==> src/rtl/riscv_fetch_pkg.sv <==
// Shared constants and types for the riscv_fetch instruction-fetch stage.
package riscv_fetch_pkg;

   localparam int XLEN = 32;
   localparam logic [XLEN-1:0] RESET_PC_DEF    = 32'h0000_0000;
   localparam logic [XLEN-1:0] PC_INC          = 32'd4;
   localparam logic [XLEN-1:0] ADDR_ALIGN_MASK = 32'h0000_0003;

   typedef enum logic [1:0] {
      S_IDLE = 2'd0,
      S_REQ  = 2'd1,
      S_SKID = 2'd2,
      S_DROP = 2'd3
   } fetch_state_t;

   // Sequential fetch address; wraps modulo 2^XLEN.
   function automatic logic [XLEN-1:0] pc_next(input logic [XLEN-1:0] pc);
      return pc + PC_INC;
   endfunction

endpackage

==> src/rtl/riscv_fetch_if.sv <==
// Instruction-memory request/acknowledge bus used by riscv_fetch.
interface riscv_fetch_if;
   import riscv_fetch_pkg::*;

   logic            req;
   logic [XLEN-1:0] addr;
   logic            ack;
   logic [XLEN-1:0] data;

   modport master (output req, output addr, input ack, input data);
   modport slave  (input req, input addr, output ack, output data);

endinterface

==> src/rtl/riscv_fetch_buf.sv <==
// Two-entry output/skid buffer: output register plus one skid slot so an
// acknowledged fetch that arrives during a stall is parked, never lost.
module riscv_fetch_buf
   import riscv_fetch_pkg::*;
(
   input  logic            clk_i,
   input  logic            rst_i,
   input  logic            stall_i,
   input  logic            clr_i,        // flush both entries
   input  logic            load_i,       // write in_* into the output entry
   input  logic            skid_load_i,  // write in_* into the skid entry
   input  logic            shift_i,      // move skid entry into the output
   input  logic [XLEN-1:0] in_pc_i,
   input  logic [XLEN-1:0] in_instr_i,
   output logic            can_accept_o,
   output logic            valid_o,
   output logic [XLEN-1:0] pc_o,
   output logic [XLEN-1:0] instr_o
);

   logic            out_valid_q, out_valid_d;
   logic [XLEN-1:0] out_pc_q, out_pc_d;
   logic [XLEN-1:0] out_instr_q, out_instr_d;
   logic            skid_valid_q, skid_valid_d;
   logic [XLEN-1:0] skid_pc_q, skid_pc_d;
   logic [XLEN-1:0] skid_instr_q, skid_instr_d;

   assign can_accept_o = !out_valid_q || !stall_i;
   assign valid_o      = out_valid_q;
   assign pc_o         = out_pc_q;
   assign instr_o      = out_instr_q;

   // Next-state of both entries; a clear may still carry a load (misaligned redirect).
   always_comb begin
      out_valid_d  = out_valid_q;
      out_pc_d     = out_pc_q;
      out_instr_d  = out_instr_q;
      skid_valid_d = skid_valid_q;
      skid_pc_d    = skid_pc_q;
      skid_instr_d = skid_instr_q;
      if (clr_i) begin
         skid_valid_d = 1'b0;
         skid_pc_d    = '0;
         skid_instr_d = '0;
         out_valid_d  = load_i;
         if (load_i) begin
            out_pc_d    = in_pc_i;
            out_instr_d = in_instr_i;
         end
      end else if (shift_i) begin
         out_valid_d  = skid_valid_q;
         out_pc_d     = skid_pc_q;
         out_instr_d  = skid_instr_q;
         skid_valid_d = 1'b0;
      end else if (load_i) begin
         out_valid_d = 1'b1;
         out_pc_d    = in_pc_i;
         out_instr_d = in_instr_i;
      end else if (skid_load_i) begin
         skid_valid_d = 1'b1;
         skid_pc_d    = in_pc_i;
         skid_instr_d = in_instr_i;
      end else if (out_valid_q && !stall_i) begin
         out_valid_d = 1'b0;
      end
   end

   // Buffer registers, cleared by the asynchronous reset.
   always_ff @(posedge clk_i or posedge rst_i) begin
      if (rst_i) begin
         out_valid_q  <= 1'b0;
         out_pc_q     <= '0;
         out_instr_q  <= '0;
         skid_valid_q <= 1'b0;
         skid_pc_q    <= '0;
         skid_instr_q <= '0;
      end else begin
         out_valid_q  <= out_valid_d;
         out_pc_q     <= out_pc_d;
         out_instr_q  <= out_instr_d;
         skid_valid_q <= skid_valid_d;
         skid_pc_q    <= skid_pc_d;
         skid_instr_q <= skid_instr_d;
      end
   end

endmodule

==> src/rtl/riscv_fetch.sv <==
// Instruction-fetch stage: PC generation, imem handshake, redirect handling.
// Optional feature macro: RISCV_FETCH_MISALIGN_EN (misaligned redirect
// targets are reported on misalign_o instead of being fetched).
module riscv_fetch
   import riscv_fetch_pkg::*;
#(
   parameter logic [XLEN-1:0] RESET_PC = RESET_PC_DEF
) (
   input  logic              clk_i,
   input  logic              rst_i,
   input  logic              stall_i,
   input  logic              redirect_i,
   input  logic [XLEN-1:0]   redirect_pc_i,
   riscv_fetch_if.master     imem,
   output logic              valid_o,
   output logic [XLEN-1:0]   pc_o,
   output logic [XLEN-1:0]   instr_o
`ifdef RISCV_FETCH_MISALIGN_EN
   ,
   output logic              misalign_o
`endif
);

   fetch_state_t    state_q, state_d;
   logic            req_q, req_d;
   logic [XLEN-1:0] req_addr_q, req_addr_d;
   logic [XLEN-1:0] pc_q, pc_d;       // latest redirect target
   logic            park_q, park_d;   // parked in S_IDLE after a misaligned target

   logic            ack_live;
   logic            can_accept;
   logic [XLEN-1:0] tgt;
   logic            tgt_mis;
   logic            buf_clr, buf_load, buf_skid_load, buf_shift;
   logic [XLEN-1:0] load_pc, load_instr;

   assign imem.req  = req_q;
   assign imem.addr = req_addr_q;
   assign ack_live  = imem.ack && req_q;

   // Redirect target qualification.
   always_comb begin
`ifdef RISCV_FETCH_MISALIGN_EN
      tgt     = redirect_pc_i;
      tgt_mis = |(redirect_pc_i & ADDR_ALIGN_MASK);
`else
      tgt     = redirect_pc_i & ~ADDR_ALIGN_MASK;
      tgt_mis = 1'b0;
`endif
   end

   // FSM next state, address update and buffer control; redirect has top priority.
   always_comb begin
      state_d       = state_q;
      req_addr_d    = req_addr_q;
      pc_d          = pc_q;
      park_d        = park_q;
      buf_clr       = 1'b0;
      buf_load      = 1'b0;
      buf_skid_load = 1'b0;
      buf_shift     = 1'b0;
      load_pc       = req_addr_q;
      load_instr    = imem.data;
      if (redirect_i) begin
         buf_clr = 1'b1;
         pc_d    = tgt;
         park_d  = tgt_mis;
         if (tgt_mis) begin
            buf_load   = 1'b1;
            load_pc    = tgt;
            load_instr = '0;
         end
         if (state_q == S_DROP || (state_q == S_REQ && !ack_live)) begin
            // Outstanding request must finish at its original address.
            state_d = S_DROP;
         end else begin
            req_addr_d = tgt;
            state_d    = tgt_mis ? S_IDLE : S_REQ;
         end
      end else begin
         case (state_q)
            S_IDLE: begin
               if (!park_q) state_d = S_REQ;
            end
            S_REQ: begin
               if (ack_live) begin
                  req_addr_d = pc_next(req_addr_q);
                  if (can_accept) begin
                     buf_load = 1'b1;
                  end else begin
                     buf_skid_load = 1'b1;
                     state_d       = S_SKID;
                  end
               end
            end
            S_SKID: begin
               if (!stall_i) begin
                  buf_shift = 1'b1;
                  state_d   = S_REQ;
               end
            end
            S_DROP: begin
               if (ack_live) begin
                  req_addr_d = pc_q;
                  state_d    = park_q ? S_IDLE : S_REQ;
               end
            end
            default: state_d = S_IDLE;
         endcase
      end
      req_d = (state_d == S_REQ) || (state_d == S_DROP);
   end

   // FSM state and registered request outputs.
   always_ff @(posedge clk_i or posedge rst_i) begin
      if (rst_i) begin
         state_q    <= S_IDLE;
         req_q      <= 1'b0;
         req_addr_q <= RESET_PC;
         pc_q       <= RESET_PC;
         park_q     <= 1'b0;
      end else begin
         state_q    <= state_d;
         req_q      <= req_d;
         req_addr_q <= req_addr_d;
         pc_q       <= pc_d;
         park_q     <= park_d;
      end
   end

   riscv_fetch_buf u_buf (
      .clk_i        (clk_i),
      .rst_i        (rst_i),
      .stall_i      (stall_i),
      .clr_i        (buf_clr),
      .load_i       (buf_load),
      .skid_load_i  (buf_skid_load),
      .shift_i      (buf_shift),
      .in_pc_i      (load_pc),
      .in_instr_i   (load_instr),
      .can_accept_o (can_accept),
      .valid_o      (valid_o),
      .pc_o         (pc_o),
      .instr_o      (instr_o)
   );

`ifdef RISCV_FETCH_MISALIGN_EN
   logic misalign_q, misalign_d;

   assign misalign_o = misalign_q;

   // Flag follows the output entry: set by a misaligned redirect, dropped on consume.
   always_comb begin
      misalign_d = misalign_q;
      if (redirect_i)                misalign_d = tgt_mis;
      else if (valid_o && !stall_i)  misalign_d = 1'b0;
   end

   // Misalign flag register.
   always_ff @(posedge clk_i or posedge rst_i) begin
      if (rst_i) misalign_q <= 1'b0;
      else       misalign_q <= misalign_d;
   end
`endif

endmodule

==> src/flat_wrapper.sv <==
// flat-port wrapper written by rule: the top's interface ports become plain ports
module riscv_fetch_flat import riscv_fetch_pkg::*;
#(
   parameter logic [XLEN-1:0] RESET_PC = RESET_PC_DEF
)
  (clk_i, rst_i, stall_i, redirect_i, redirect_pc_i, valid_o, pc_o, instr_o, imem_req, imem_addr, imem_ack, imem_data);
  riscv_fetch_if imem_i ();
  input  logic clk_i;
  input  logic rst_i;
  input  logic stall_i;
  input  logic redirect_i;
  input  logic [XLEN-1:0] redirect_pc_i;
  output logic valid_o;
  output logic [XLEN-1:0] pc_o;
  output logic [XLEN-1:0] instr_o;
  output wire logic [$bits(imem_i.req)-1:0] imem_req;
  output wire logic [$bits(imem_i.addr)-1:0] imem_addr;
  input wire logic [$bits(imem_i.ack)-1:0] imem_ack;
  input wire logic [$bits(imem_i.data)-1:0] imem_data;
  assign imem_req = imem_i.req;
  assign imem_addr = imem_i.addr;
  assign imem_i.ack = imem_ack;
  assign imem_i.data = imem_data;
  riscv_fetch #(.RESET_PC(RESET_PC)) u_core (.clk_i(clk_i), .rst_i(rst_i), .stall_i(stall_i), .redirect_i(redirect_i), .redirect_pc_i(redirect_pc_i), .imem(imem_i), .valid_o(valid_o), .pc_o(pc_o), .instr_o(instr_o));
endmodule
==> config.mk <==
export PLATFORM = sky130hd
export DESIGN_NAME = riscv_fetch_flat
export DESIGN_NICKNAME = d
export VERILOG_FILES = /design/src/rtl/riscv_fetch_pkg.sv /design/src/rtl/riscv_fetch_if.sv /design/src/rtl/riscv_fetch_buf.sv /design/src/rtl/riscv_fetch.sv /design/src/flat_wrapper.sv
export SDC_FILE = /design/constraint.sdc
export NUM_CORES = 1
export LEC_CHECK = 0
export BUFFER_PORTS_ARGS = -buffer_cell sky130_fd_sc_hd__buf_2
export CAP_MARGIN = 20
export CORE_MARGIN = 2
export CORE_UTILIZATION = 45
export DETAILED_ROUTE_END_ITERATION = 8
export PLACE_DENSITY_LB_ADDON = 0.3
export SLEW_MARGIN = 20
export SYNTH_ARGS = -nofsm -noshare
export SYNTH_HDL_FRONTEND = slang
export SYNTH_HIERARCHICAL = 1
export SYNTH_SLANG_ARGS = --single-unit
==> constraint.sdc <==
create_clock -name clk_i -period 6 [get_ports clk_i]
set_input_delay 1.2 -clock clk_i [delete_from_list [all_inputs] [get_ports clk_i]]
set_output_delay 1.2 -clock clk_i [all_outputs]
set_load 0.01 [all_outputs]
; ---- Word level (Yosys, flattened, before mapping)
; Cells that the tools add are included.
; W data, S select, Z words.
[totals]
mem_bits_rw = 0
latch_bits = 0
rom_bits = 0
n_memories = 0
inputBits = 69
output_inout_bits = 98
register_bits = 195
[classes]
shifts = 0
bitwise_logic = 0
addsub = 1
eq_ne = 12
reduce_logical = 18
div = 0
magnitude_cmp = 0
mux = 47
mul = 0
[op_table]
columns = op, n
row1 = $mux W32, 18
row2 = $pmux W32 S2, 1
row3 = $add A32 B3 Y32 const B, 1
row4 = $mux W1, 21
row5 = $mux W2, 6
row6 = $pmux W2 S4, 1
row7 = $eq A2 B2 Y1 const B, 3
row8 = $ne A3 B2 Y1 const B, 2
row9 = $reduce_bool A3 Y1, 2
row10 = $eq A2 B1 Y1 const B, 2
row11 = $ne A2 B1 Y1 const B, 2
row12 = $ne A4 B3 Y1 const B, 1
row13 = $reduce_and A2 Y1, 2
row14 = $reduce_and A4 Y1, 1
row15 = $reduce_bool A4 Y1, 1
row16 = $logic_and A1 B1 Y1, 3
row17 = $logic_not A1 Y1, 3
row18 = $logic_or A1 B1 Y1, 3
row19 = $ne A3 B1 Y1 const B, 1
row20 = $reduce_and A3 Y1, 1
row21 = $logic_not A2 Y1, 1
row22 = $ne A2 B2 Y1 const B, 1
row23 = $reduce_bool A2 Y1, 1

; ---- Longest topological paths before layout
[depth]
depth_word = 10
ltp_mapped = 10
ltp_nobuf = 6

; ---- Cells and area by module
; Netlist, hierarchy kept.
[modules_own_cells]
columns = module, instances, area_per_inst_um2, cells_each
row1 = riscv_fetch_buf, 1, 5437.7, 433
row2 = riscv_fetch, 1, 3472.1, 380

; ---- Worst setup path before layout
; Ideal clock, no wire load.
[synth_path]
kind = input-to-reg
from = input port redirect_i
to = register u_core.u_buf.out_valid_q (netlist: u_core/u_buf/valid_o)
cell_stages = 8
arrival_time_ns = 3.110
slack_ns = 2.764
t_required_ns = 5.875
path_cell_list = buf_2 -> buf_1 -> clkbuf_1 -> nor4b_1 -> nor2b_2 -> buf_6 -> buf_6 -> mux2_4
[synth_between]
word_cells_on_any_way = 10
classes_between = 1 x eq/ne / 7 x mux / 2 x reduce/logical
[synth_lines]
columns = element, line_no
row1 = start: declaration, flat_wrapper.sv:11  ; input logic redirect_i;
row2 = $mux W1 *, riscv_fetch.sv:64  ; if (redirect_i) begin
row3 = named net u_core.buf_shift, riscv_fetch.sv:34  ; logic buf_clr, buf_load, buf_skid_load, buf_shift;
row4 = "$ne A4 B3 Y1 (no source line), or another cell as far along", --
row5 = $reduce_and A2 Y1 (no source line) or $mux W1 (tied branches), --
row6 = end signal: assignment, riscv_fetch_buf.sv:78  ; out_valid_q <= out_valid_d;
row7 = end: declaration, riscv_fetch_buf.sv:21  ; logic out_valid_q, out_valid_d;
; Mark *: on every way through the listed nets, which the timed path passes. The rest lies on a longest branch.
; A chain may end at the register's enable or synchronous reset.

; ---- Worst setup path after layout
[layout_path]
from = input port imem_ack
to = register u_core.u_buf.skid_instr_q[23]
[layout_between]
elab_chain_len = 6
word_cells_on_any_way = 10
classes_between = 1 x eq/ne / 6 x mux / 3 x reduce/logical
[layout_lines]
columns = element, line_no
row1 = start: declaration, flat_wrapper.sv:18  ; input wire logic [$bits(imem_i.ack)-1:0] imem_ack;
row2 = $logic_and A1 B1 Y1, riscv_fetch.sv:39  ; assign ack_live = imem.ack && req_q;
row3 = $mux W1, riscv_fetch.sv:86  ; if (ack_live) begin
row4 = $mux W1, riscv_fetch.sv:81  ; case (state_q)
row5 = $mux W1, riscv_fetch.sv:64
row6 = named net u_core.buf_load, riscv_fetch.sv:34
row7 = $ne A2 B1 Y1 (no source line), --
row8 = $reduce_and A3 Y1 (no source line), --
row9 = end signal: assignment, riscv_fetch_buf.sv:83  ; skid_instr_q <= skid_instr_d;
row10 = end: declaration, riscv_fetch_buf.sv:26  ; logic [XLEN-1:0] skid_instr_q, skid_instr_d;
; The timed path passes the listed nets, and every way through them passes these cells.

==> results.ini <==
[clock_network]
cts-root-buf = clkbuf_16
cts_resized = 0
clock_latency_ns = 0.43
clkSinkCount = 192
cts_hold_buf = 0
clk_pin_slew_worst_paths_ns = 0.07
ctsLongestPathBuffers = 2
post-cts-setup-buffers = 0
cts_tree = yes
cts.htree.levels = 4
cts_buffers = 17

[drt]
drtIter0Drc = 417
wl_per_cell_microns = 17.3
vias = 6768
detail_route.wirelength_microns = 21300
drc = 0
drtAntennaViolNets = 0
vias_per_cell = 5.52
first_pass_iters = 5

[floorplanning]
core_sq_mm = 0.0195
io_pins = 167
chipWidth_microns = 145
initial_core_util_pct = 45.8
die_h_microns = 145
rows = 51
die_area_sq_mm = 0.0209

[run_status]
status = finished, final reports clean

[power_and_ir_drop]
p_leak_nw = 4.61
powerDensity_mw_per_mm2 = 347
ir_drop_mv = 0.203

[sta]
drv_slew = 0
period_share_pct = 65.3
finalCriticalPeriod_ns = 3.92
hold_viol = 0
finalSetupViolCount = 0
rsz0062_at_grt = false
tightestPinTransition_ns = 0.903
skew_ns = 0.00980
setup_tns_ns = 0
slew_headroom_pct = 39.4
fmax_mhz = 255

[logic_synthesis]
synthCells = 813
ys_seq_area_share_pct = 53.9
synth_area_sq_mm = 0.00891
yosysTopAreaCell = dfrtp_1
ys_seq_elements = 192
synth_commonest_cells = dfrtp_1, nand2_1, o21ai_0
postSynthAreaPerCell_sq_um = 11.0
synth.area.top_cells = dfrtp_1, mux2i_1, a22o_1
async_flop_share_pct = 100
yosys.area.top_type_share_pct = 53.9
yosys_most_used_dff = dfrtp_1
synth_enable_flop_cells = 0
yosys_warnings = 6
synth_cell_type_count = 65
yosys.cell_count.top_type = dfrtp_1

[setup_path]
critPathKind = input pin to register
required_ns = 6.31
crit_fanout = 64
crit_arrival_ns = 4.23
cp-start-kind = input pin
endpoint_kind = register

[grt]
overflow = 0
grt_pass1_vias = 6381
grt_antenna_before_repair = 0
grt_pass1_wl_microns = 33900
grt_max_degree = 91
track_usage_pct = 20.7

[final_layout]
drive_above_1_share_pct = 24.9
syn_to_final_growth_pct = 15.8
nets = 1019
regArea_sq_mm = 0.00480
multi_input_area_sq_mm = 0.00363
fin_cells = 1227
fillers = 1726
antennaDiodeCount = 0

[placement]
gp_congestion = 0.798
dp_cells = 1195
hpwl_microns = 13500
io_buffers = 162

[worst_hold_path]
hp-class = register to register

[job]
drv_cap = 0

## critical path: stages
cell and delay (ns):
buf_2 0.14, nand2b_1 0.12, or3b_2 0.66, nor2_4 0.15, buf_4 0.34, buf_4 0.76, nor4b_4 0.10, buf_4 0.39
a22o_1 0.29
## state kept, by name (all words and copies together), names as in the netlist
register and cells:
u_core/u_buf/pc_o 32, u_core/u_buf/valid_o 1, u_core/imem.req 1, u_core/u_buf/skid_instr_q 32, u_core/u_buf/skid_pc_q 32, u_core/imem.addr 30
u_core/u_buf/skid_valid_q 1, u_core/state_q 1, u_core/pc_q 30, u_core/u_buf/instr_o 32
## per-stage QoR
| stage | total power [mW] | cell area [sq um] | setup WS (ns) | utilization [%] | hold slack [ns] |
|---|---|---|---|---|---|
| 3_3_place_gp | 2.49 | 9750 | 1.68 | 50.1 | 0.462 |
| 3_5_place_dp | 2.51 | 9750 | 1.63 | 50.1 | 0.463 |
| 5_1_grt | 3.78 | 10300 | 1.93 | 53.0 | 0.504 |
| 4_1_cts | 3.61 | 10300 | 2.10 | 53.0 | 0.473 |
| 2_1_floorplan | 2.14 | 8930 | 1.33 | - | 0.449 |
| 6_report | 3.58 | 10300 | 2.08 | 53.0 | 0.469 |
## where the power goes
group	internal, mW	switching, mW
Combinational	0.330	0.426
Clock	0.582	0.519
Sequential	1.52	0.207
## cell usage in the layout (no fill, tap or decap), types with 2 or more instances in the layout
master      Yosys  routed
a22o_1         68      68
clkinvlp_4      0       4
nor2_4          1       2
nand3_2         2       2
clkbuf_1       13       2
clkinv_4        0       3
inv_2           1       2
nand2_1        99      99
and4_1          2       2
inv_1          24      22
nor3_1          6       6
o2bb2ai_1       2       2
a31oi_1         4       4
o21ai_1        25      25
a221oi_1       11      11
a22oi_1         3       3
and2_1          5       5
a211oi_1        4       4
nor2_1         33      32
a21oi_1        26      26
buf_2          19     162
a41oi_1         2       2
inv_8           0       2
buf_4           3       8
and3_1          6       6
conb_1          1       6
nand4_1         9       9
xor2_1         12      12
nand2b_1        3       3
mux2i_1        65      65
xnor2_1         3       3
o31a_1          2       2
inv_6           0       3
nand3_1        11      11
dfrtp_1       192     192
nor3_2          2       2
mux2_2         16      16
a31oi_4         1       2
clkbuf_16       0      17
o21ai_0        87      87
## kinds of logic (layout without fill, tap and decap cells)
group | after synthesis | in the layout | share of synthesized area, %
muxes | 82 | 82 | 9.49
buffers and inverters | 84 | 228 | 6.00
other | 1 | 6 | 0.0421
xor gates and xnor gates | 15 | 15 | 1.47
AOI/OAI and AO/OA | 248 | 248 | 18.6
adders and majority gates | 1 | 1 | 0.140
and+or+nand+nor | 190 | 190 | 10.3
DFF | 192 | 192 | 53.9
## layer usage
| metal | vias up | GRT usage (%) | wire length [microns] |
|---|---|---|---|
| met3 | 21 | 3.26 | 1170 |
| met4 | 0 | 7.72 | 312 |
| met5 | - | 0 | 0 |
| li1 | 3189 | - | - |
| met1 | 3345 | 29.7 | 10200 |
| met2 | 213 | 31.9 | 9590 |
## final cells by class
class | instances | share of cell area, %
Timing Repair Buffer | 171 | 8.64
Tap cell | 265 | 3.21
Multi-Input combinational cell | 542 | 35.1
Clock inverter | 13 | 1.27
Inverter | 25 | 0.958
Clock buffer | 19 | 4.20
Sequential cell | 192 | 46.6
## path summary, 6_finish.rpt
check / start / to / slack, ns / cells past startpoint
max: imem_ack / u_core/u_buf/skid_instr_q[23]$_DFFE_PP0P_ / 2.08 / 9
min: u_core/u_buf/skid_instr_q[23]$_DFFE_PP0P_ / u_core/u_buf/instr_o[23]$_DFF_PP0_ / 0.47 / 2
max reg2reg: u_core/state_q[1]$_DFF_PP0_ / u_core/u_buf/skid_instr_q[23]$_DFFE_PP0P_ / 2.41 / 8
min reg2reg: u_core/u_buf/skid_instr_q[23]$_DFFE_PP0P_ / u_core/u_buf/instr_o[23]$_DFF_PP0_ / 0.47 / 2
max in group asynchronous: rst_i / u_core/u_buf/valid_o$_DFFE_PP0P_ / 3.95 / 3
min in group asynchronous: rst_i / u_core/u_buf/pc_o[5]$_DFF_PP0_ / 0.92 / 2
(Power assumes the default switching activity.)
